[config.mk]
export PLATFORM = sky130hd
export DESIGN_NAME = uart_rx
export DESIGN_NICKNAME = d
export VERILOG_FILES = /design/src/rtl/uart_rx.sv
export SDC_FILE = /design/constraint.sdc
export NUM_CORES = 1
export LEC_CHECK = 0
export BUFFER_PORTS_ARGS = -buffer_cell sky130_fd_sc_hd__buf_2
export CELL_PAD_IN_SITES_DETAIL_PLACEMENT = 1
export CELL_PAD_IN_SITES_GLOBAL_PLACEMENT = 1
export CORE_MARGIN = 4
export CORE_UTILIZATION = 35
export CTS_CLUSTER_DIAMETER = 50
export CTS_CLUSTER_SIZE = 28
export DETAILED_ROUTE_END_ITERATION = 10
export PLACE_DENSITY = 0.68
export SETUP_SLACK_MARGIN = 0.4
export SKIP_LAST_GASP = 1
export SLEW_MARGIN = 20
export SYNTH_ARGS = -nofsm -noshare
export SYNTH_HDL_FRONTEND = slang
export SYNTH_SLANG_ARGS = --single-unit
[constraint.sdc]
create_clock -name clock_in -period 2.3 [get_ports clock_in]
set_input_delay 0.46 -clock clock_in [delete_from_list [all_inputs] [get_ports clock_in]]
set_output_delay 0.46 -clock clock_in [all_outputs]
set_load 0.005 [all_outputs]
[src/rtl/uart_rx.sv]
// UART receiver: 2-flop synced line, mid-bit sampling, byte out ~3+MID+(DATA_BITS+1)*CLKS_PER_BIT+1 cycles after start edge.
// Backpressure: an unconsumed byte is kept and the new one dropped with an overrun pulse. UART_RX_PARITY_EN adds a parity bit.
module uart_rx #(
    parameter int CLKS_PER_BIT = 21,
    parameter int DATA_BITS    = 8
`ifdef UART_RX_PARITY_EN
    ,
    parameter bit PARITY_ODD   = 1'b0
`endif
) (
    input  logic                 clock_in,
    input  logic                 rst,
    input  logic                 rx_serial,
    output logic [DATA_BITS-1:0] rx_data,
    output logic                 rx_valid,
    input  logic                 rx_ready,
    output logic                 framing_error,
    output logic                 overrun,
`ifdef UART_RX_PARITY_EN
    output logic                 parity_error,
`endif
    output logic                 busy
);

    localparam int CW = $clog2(CLKS_PER_BIT);
    localparam int BW = $clog2(DATA_BITS + 1);
    localparam logic [CW-1:0] MID   = CW'((CLKS_PER_BIT - 1) / 2);
    localparam logic [CW-1:0] LAST  = CW'(CLKS_PER_BIT - 1);
    localparam logic [BW-1:0] BLAST = BW'(DATA_BITS - 1);

    localparam logic [2:0] IDLE      = 3'd0;
    localparam logic [2:0] START     = 3'd1;
    localparam logic [2:0] DATA      = 3'd2;
    localparam logic [2:0] STOP      = 3'd4;
    localparam logic [2:0] WAIT_HIGH = 3'd5;
`ifdef UART_RX_PARITY_EN
    localparam logic [2:0] PARITY    = 3'd3;
`endif

    logic                 rx_meta;
    logic                 rx_s;
    logic [2:0]           state;
    logic [CW-1:0]        cnt;
    logic [BW-1:0]        bitcnt;
    logic [DATA_BITS-1:0] shreg;
`ifdef UART_RX_PARITY_EN
    logic                 par_bad;
`endif

    assign busy = (state != IDLE);

    always_ff @(posedge clock_in) begin
        if (rst) begin
            rx_meta       <= 1'b1;
            rx_s          <= 1'b1;
            state         <= IDLE;
            cnt           <= '0;
            bitcnt        <= '0;
            shreg         <= '0;
            rx_data       <= '0;
            rx_valid      <= 1'b0;
            framing_error <= 1'b0;
            overrun       <= 1'b0;
`ifdef UART_RX_PARITY_EN
            par_bad       <= 1'b0;
            parity_error  <= 1'b0;
`endif
        end else begin
            rx_meta       <= rx_serial;
            rx_s          <= rx_meta;
            framing_error <= 1'b0;
            overrun       <= 1'b0;
`ifdef UART_RX_PARITY_EN
            parity_error  <= 1'b0;
`endif
            if (rx_valid && rx_ready)
                rx_valid <= 1'b0;
            cnt <= cnt + CW'(1);

            case (state)
                IDLE: begin
                    if (!rx_s) begin
                        state <= START;
                        cnt   <= '0;
                    end
                end
                START: begin
                    // A start bit that is high again at mid-bit was noise; drop silently.
                    if (cnt == MID) begin
                        cnt    <= '0;
                        bitcnt <= '0;
                        state  <= rx_s ? IDLE : DATA;
                    end
                end
                DATA: begin
                    if (cnt == LAST) begin
                        cnt    <= '0;
                        shreg  <= {rx_s, shreg[DATA_BITS-1:1]};
                        bitcnt <= bitcnt + BW'(1);
                        if (bitcnt == BLAST)
`ifdef UART_RX_PARITY_EN
                            state <= PARITY;
`else
                            state <= STOP;
`endif
                    end
                end
`ifdef UART_RX_PARITY_EN
                PARITY: begin
                    if (cnt == LAST) begin
                        cnt     <= '0;
                        par_bad <= ((^shreg) ^ rx_s) != PARITY_ODD;
                        state   <= STOP;
                    end
                end
`endif
                STOP: begin
                    // Leaving at mid-stop-bit lets a following start edge be caught immediately.
                    if (cnt == LAST) begin
                        cnt <= '0;
                        if (rx_s) begin
                            state <= IDLE;
`ifdef UART_RX_PARITY_EN
                            if (par_bad)
                                parity_error <= 1'b1;
                            else
`endif
                            if (!rx_valid || rx_ready) begin
                                rx_data  <= shreg;
                                rx_valid <= 1'b1;
                            end else begin
                                overrun  <= 1'b1;
                            end
                        end else begin
                            framing_error <= 1'b1;
                            state         <= WAIT_HIGH;
                        end
                    end
                end
                WAIT_HIGH: begin
                    if (rx_s) begin
                        state <= IDLE;
                        cnt   <= '0;
                    end
                end
                default: begin
                    state <= IDLE;
                    cnt   <= '0;
                end
            endcase
        end
    end

endmodule

After elaboration in Yosys (flattened, before gate mapping)
Index checks and enable logic that the tools add are counted.
W data, S select, Z words.
Storage, ports and cells
  flip-flop bits (word level): 33
  word-level logic and storage cells: 65
Cells by class
  add/subtract/negate cells: 2
  equality and inequality tests: 13
  multiplexer cells: 24
  bitwise gates (word level): 3
  reductions and logical operators: 13
Operator list (number)
  $mux W3: 7
  $mux W5: 4
  $pmux W5 S4: 1
  $pmux W3 S5: 1
  $ne A2 B2 Y1 const B: 6
  $mux W4: 2
  $pmux W4 S2: 1
  $mux W1: 7
  $eq A3 B3 Y1 const B: 2
  $reduce_and A6 Y1: 1
  $add A5 B1 Y5 const B: 1
  $eq A5 B4 Y1 const B: 1
  $eq A5 B5 Y1 const B: 1
  $add A4 B1 Y4 const B: 1
  $eq A4 B3 Y1 const B: 1
  $reduce_and A4 Y1: 1
  $reduce_or A4 Y1: 1
  $eq A3 B1 Y1 const B: 1
  $eq A3 B2 Y1 const B: 1
  $logic_not A3 Y1: 1
  $not A1 Y1: 3
  $reduce_and A3 Y1: 1
  $reduce_bool A3 Y1: 1
  $reduce_or A3 Y1: 1
  7 further kinds: 7

Longest topological paths before layout
  depth in word-level cells: 6
  gate-level depth with buffers: 7
  gate-level depth less buffers: 6

Least setup slack after synthesis
Ideal clock, no wire load.
  path kind: reg2reg
  start: register cnt[0]
  end: register rx_data[0]
  data arrival time: 1.431 ns
  data required time: 2.172 ns
  slack: 0.741 ns
  stages on the path, launching flop included: 8
  path buffers: 1
  cell sequence: dfxtp_1 -> inv_1 -> ha_1 -> nand4b_2 -> nor4b_4 -> buf_6 -> mux2i_1 -> nor2_1
Between the ends
  cells in the longest elaborated chain, start to end: 2
RTL lines
  from (decl): RTL line 43  | logic [CW-1:0] cnt;
  from (signal assigned): RTL line 78  | cnt <= cnt + CW'(1);
  $eq A5 B5 Y1: RTL line 119  | if (cnt == LAST) begin
  $reduce_and A4 Y1 (no source line)
  to (signal assigned): RTL line 129  | rx_data <= shreg;
  to (decl): RTL line 14  | output logic [DATA_BITS-1:0] rx_data,
Every way passes these cells.
A chain may end at the register's enable or synchronous reset.

Worst setup path after layout
Same ends and word-level chain as after synthesis.

==> impl_metrics.csv <==
group,metric,value,unit
worst_setup_path,cp-end-kind,"register",
placed_design,gp_congestion,0.819,
logic_synthesis,yosys_warnings,0,
finish,areaGrowthSynthToFinish,14.1,%
power,max-vdd-ir-drop,227,µV
global_route,grt_util_all_layers,0.135,
timing,setup_viol,0,
drt,via_per_inst,5.13,
placed_design,placed_area,0.00160,mm²
worst_hold_path,worstHoldPathType,"primary input to register",
timing,slew_headroom,0.635,
global_route,grt_pass1_vias,1256,
placed_design,portBuffers,15,
clocking,clock-sinks,33,
power,power.leakage,0.649,nW
flow_run,cap_violations,0,
logic_synthesis,yosysSeqAreaShare,0.439,
die,core_area,0.00409,mm²
drt,wl_per_cell,15.0,µm
clocking,clock_latency,0.28,ns
finish,drive_above_1_share,0.225,
timing,slew_viol_final,0,
logic_synthesis,syn-cell-area,0.00151,mm²
logic_synthesis,synth-main-ff-cell,"dfxtp_1",
timing,fin_crit_sh,0.752,
clocking,root_buffer,"clkbuf_8",
finish,nNetsFinal,189,
die,fp.dieW,73.6,µm
drt,ant_nets,0,
outcome,run_status,"finished, final reports clean",
finish,stdcell_area,0.00172,mm²
die,dieArea,0.00541,mm²
clocking,cts_tree,"done",
global_route,grt_max_degree,30,
power,p_sw,259,µW
finish,final_common_cell,"dfxtp_1",
power,comb_power_share,0.054,
logic_synthesis,syn_nets,172,
timing,fin_worst_skew,0.00309,ns
timing,fin_tns_setup,0,ns
drt,vias,1190,
logic_synthesis,async_reset_ff_frac,0,
worst_setup_path,critPathArrivalTime,1.88,ns
finish,fin_util,0.420,
finish,final_cell_mix,"dfxtp_1, nand2_1, nor2_1",
logic_synthesis,syn_inst,164,
drt,wirelength,3.49,mm
power,p_int,815,µW
logic_synthesis,synth-seq-cells,33,
clocking,htree_levels,2,
worst_setup_path,startpoint_type,"register",
timing,hold_viol,0,
clocking,clkTransAtPathRegs,0.07,ns
power,clock_power_share,0.389,
finish,diodes,0,
worst_setup_path,critPathMaxFanout,8,
clocking,clockBufferDepth,2,
placed_design,place_hpwl,2.32,mm
logic_synthesis,ys_types,43,
logic_synthesis,avgSynthCellArea,9.18,µm²
drt,drc_errors,0,
timing,finalCriticalPeriod,1.73,ns
global_route,antenna_found_initial,0,
worst_setup_path,path_class,"register to register",
timing,max_slew.worst_pin.slew,0.548,ns
global_route,grt_pass1_wl,5.71,mm
drt,drt-pass1-iter-count,4,
die,die_h,73.6,µm
power,sw_frac_of_total,0.241,
die,rows,23,
power,power_frac_seq,0.557,
drt,drt_iter0_drc,54,
logic_synthesis,synth_edf_count,0,
die,start_util,0.368,
timing,clock.fmax,0.578,GHz
worst_setup_path,cp.required,2.45,ns
clocking,numCtsBuffers,5,
power,total_power,1.07,mW
clocking,hold_buffers,0,
timing,grt_setup_unrepaired,"no",
die,pin_count,16,
power,power_density,625,mW/mm²
global_route,grt_overflow_total,0,
[sequential cells by signal, indices dropped and copies added, names as in the netlist]
signal and count:
rx_data 8, shreg 8, cnt 5, bitcnt 4, state 3, framing_error 1, overrun 1, rx_meta 1
rx_s 1, rx_valid 1
[worst max-delay path, stage by stage (launching register included)]
cell	delay, ns
dfxtp_1	0.34
inv_1	0.09
ha_1	0.24
nand4b_4	0.20
nor4b_4	0.27
buf_6	0.19
mux2i_1	0.20
nor2_1	0.06
[timing repair]
item,4_1_cts,5_1_grt
gates resized for setup,0,3
setup buffers,0,3
endpoints found under the setup margin,0,10
[power groups by stage]
stage	sequential (mW)	combinational [mW]	clock, mW
5_1_grt	0.600	0.0677	0.460
2_1_floorplan	0.600	0.0529	0
6_report	0.598	0.0585	0.417
3_3_place_gp	0.610	0.0528	0
4_1_cts	0.598	0.0576	0.435
3_5_place_dp	0.611	0.0573	0
[stage by stage]
| step | instances | hold WS [ns] | setup slack [ns] |
|---|---|---|---|
| global placement | 221 | 0.397 | 0.547 |
| global route | 232 | 0.357 | 0.397 |
| detailed placement | 221 | 0.410 | 0.429 |
| finish | 232 | 0.360 | 0.570 |
| CTS | 229 | 0.350 | 0.414 |
| floorplan | 164 | 0.389 | 0.741 |
[path summary, 6_finish.rpt]
path,start,end,slack (ns),cells after the start
setup / recovery,cnt[0]$_SDFF_PP0_,rx_data[0]$_SDFFE_PP0P_,0.57,7
hold / removal,rx_serial,rx_meta$_SDFF_PP1_,0.36,2
setup reg to reg,cnt[0]$_SDFF_PP0_,rx_data[0]$_SDFFE_PP0P_,0.57,7
hold reg to reg,rx_meta$_SDFF_PP1_,rx_s$_SDFF_PP1_,0.42,1
[per-layer routing]
| layer | up-vias | track usage | wire, µm | part of all wire |
|---|---|---|---|---|
| met4 | 0 | 0.0483 | 53 | 0.015 |
| met5 | - | 0 | 0 | 0 |
| li1 | 599 | - | - | - |
| met3 | 5 | 0.0424 | 132 | 0.038 |
| met1 | 567 | 0.154 | 1470 | 0.42 |
| met2 | 19 | 0.235 | 1830 | 0.52 |
[area by class of cell]
cell class                 instances  area [µm²]
fill                             496        2370
multi-input combinational        117         783
sequential                        33         662
timing repair buffer              19         109
clock buffer                       6        72.6
tap                               50        62.6
inverter                           5        18.8
clock inverter                     2        10.0
[cell usage after synthesis, drive strengths merged (4+ instances only)]
library cell / n / area share
nor2: 20 / 0.052
inv: 5 / 0.012
mux2i: 8 / 0.053
or3: 4 / 0.018
clkbuf: 5 / 0.012
dfxtp: 33 / 0.44
o21ai: 4 / 0.013
nand2: 23 / 0.062
a21oi: 14 / 0.047
ha: 4 / 0.033
nand3: 5 / 0.017
buf: 4 / 0.022
[cell families (layout without fill, tap and decap cells)]
family	count (synthesis)	in the layout	synth area share
DFF	33	33	0.439
muxes	8	8	0.0532
and+or+nand+nor	71	71	0.277
AOI/OAI and AO/OA	31	31	0.134
xor gates and xnor gates	3	3	0.0175
buffers and inverters	14	32	0.0466
adders and majority gates	4	4	0.0333
(Power assumes the default switching activity.)
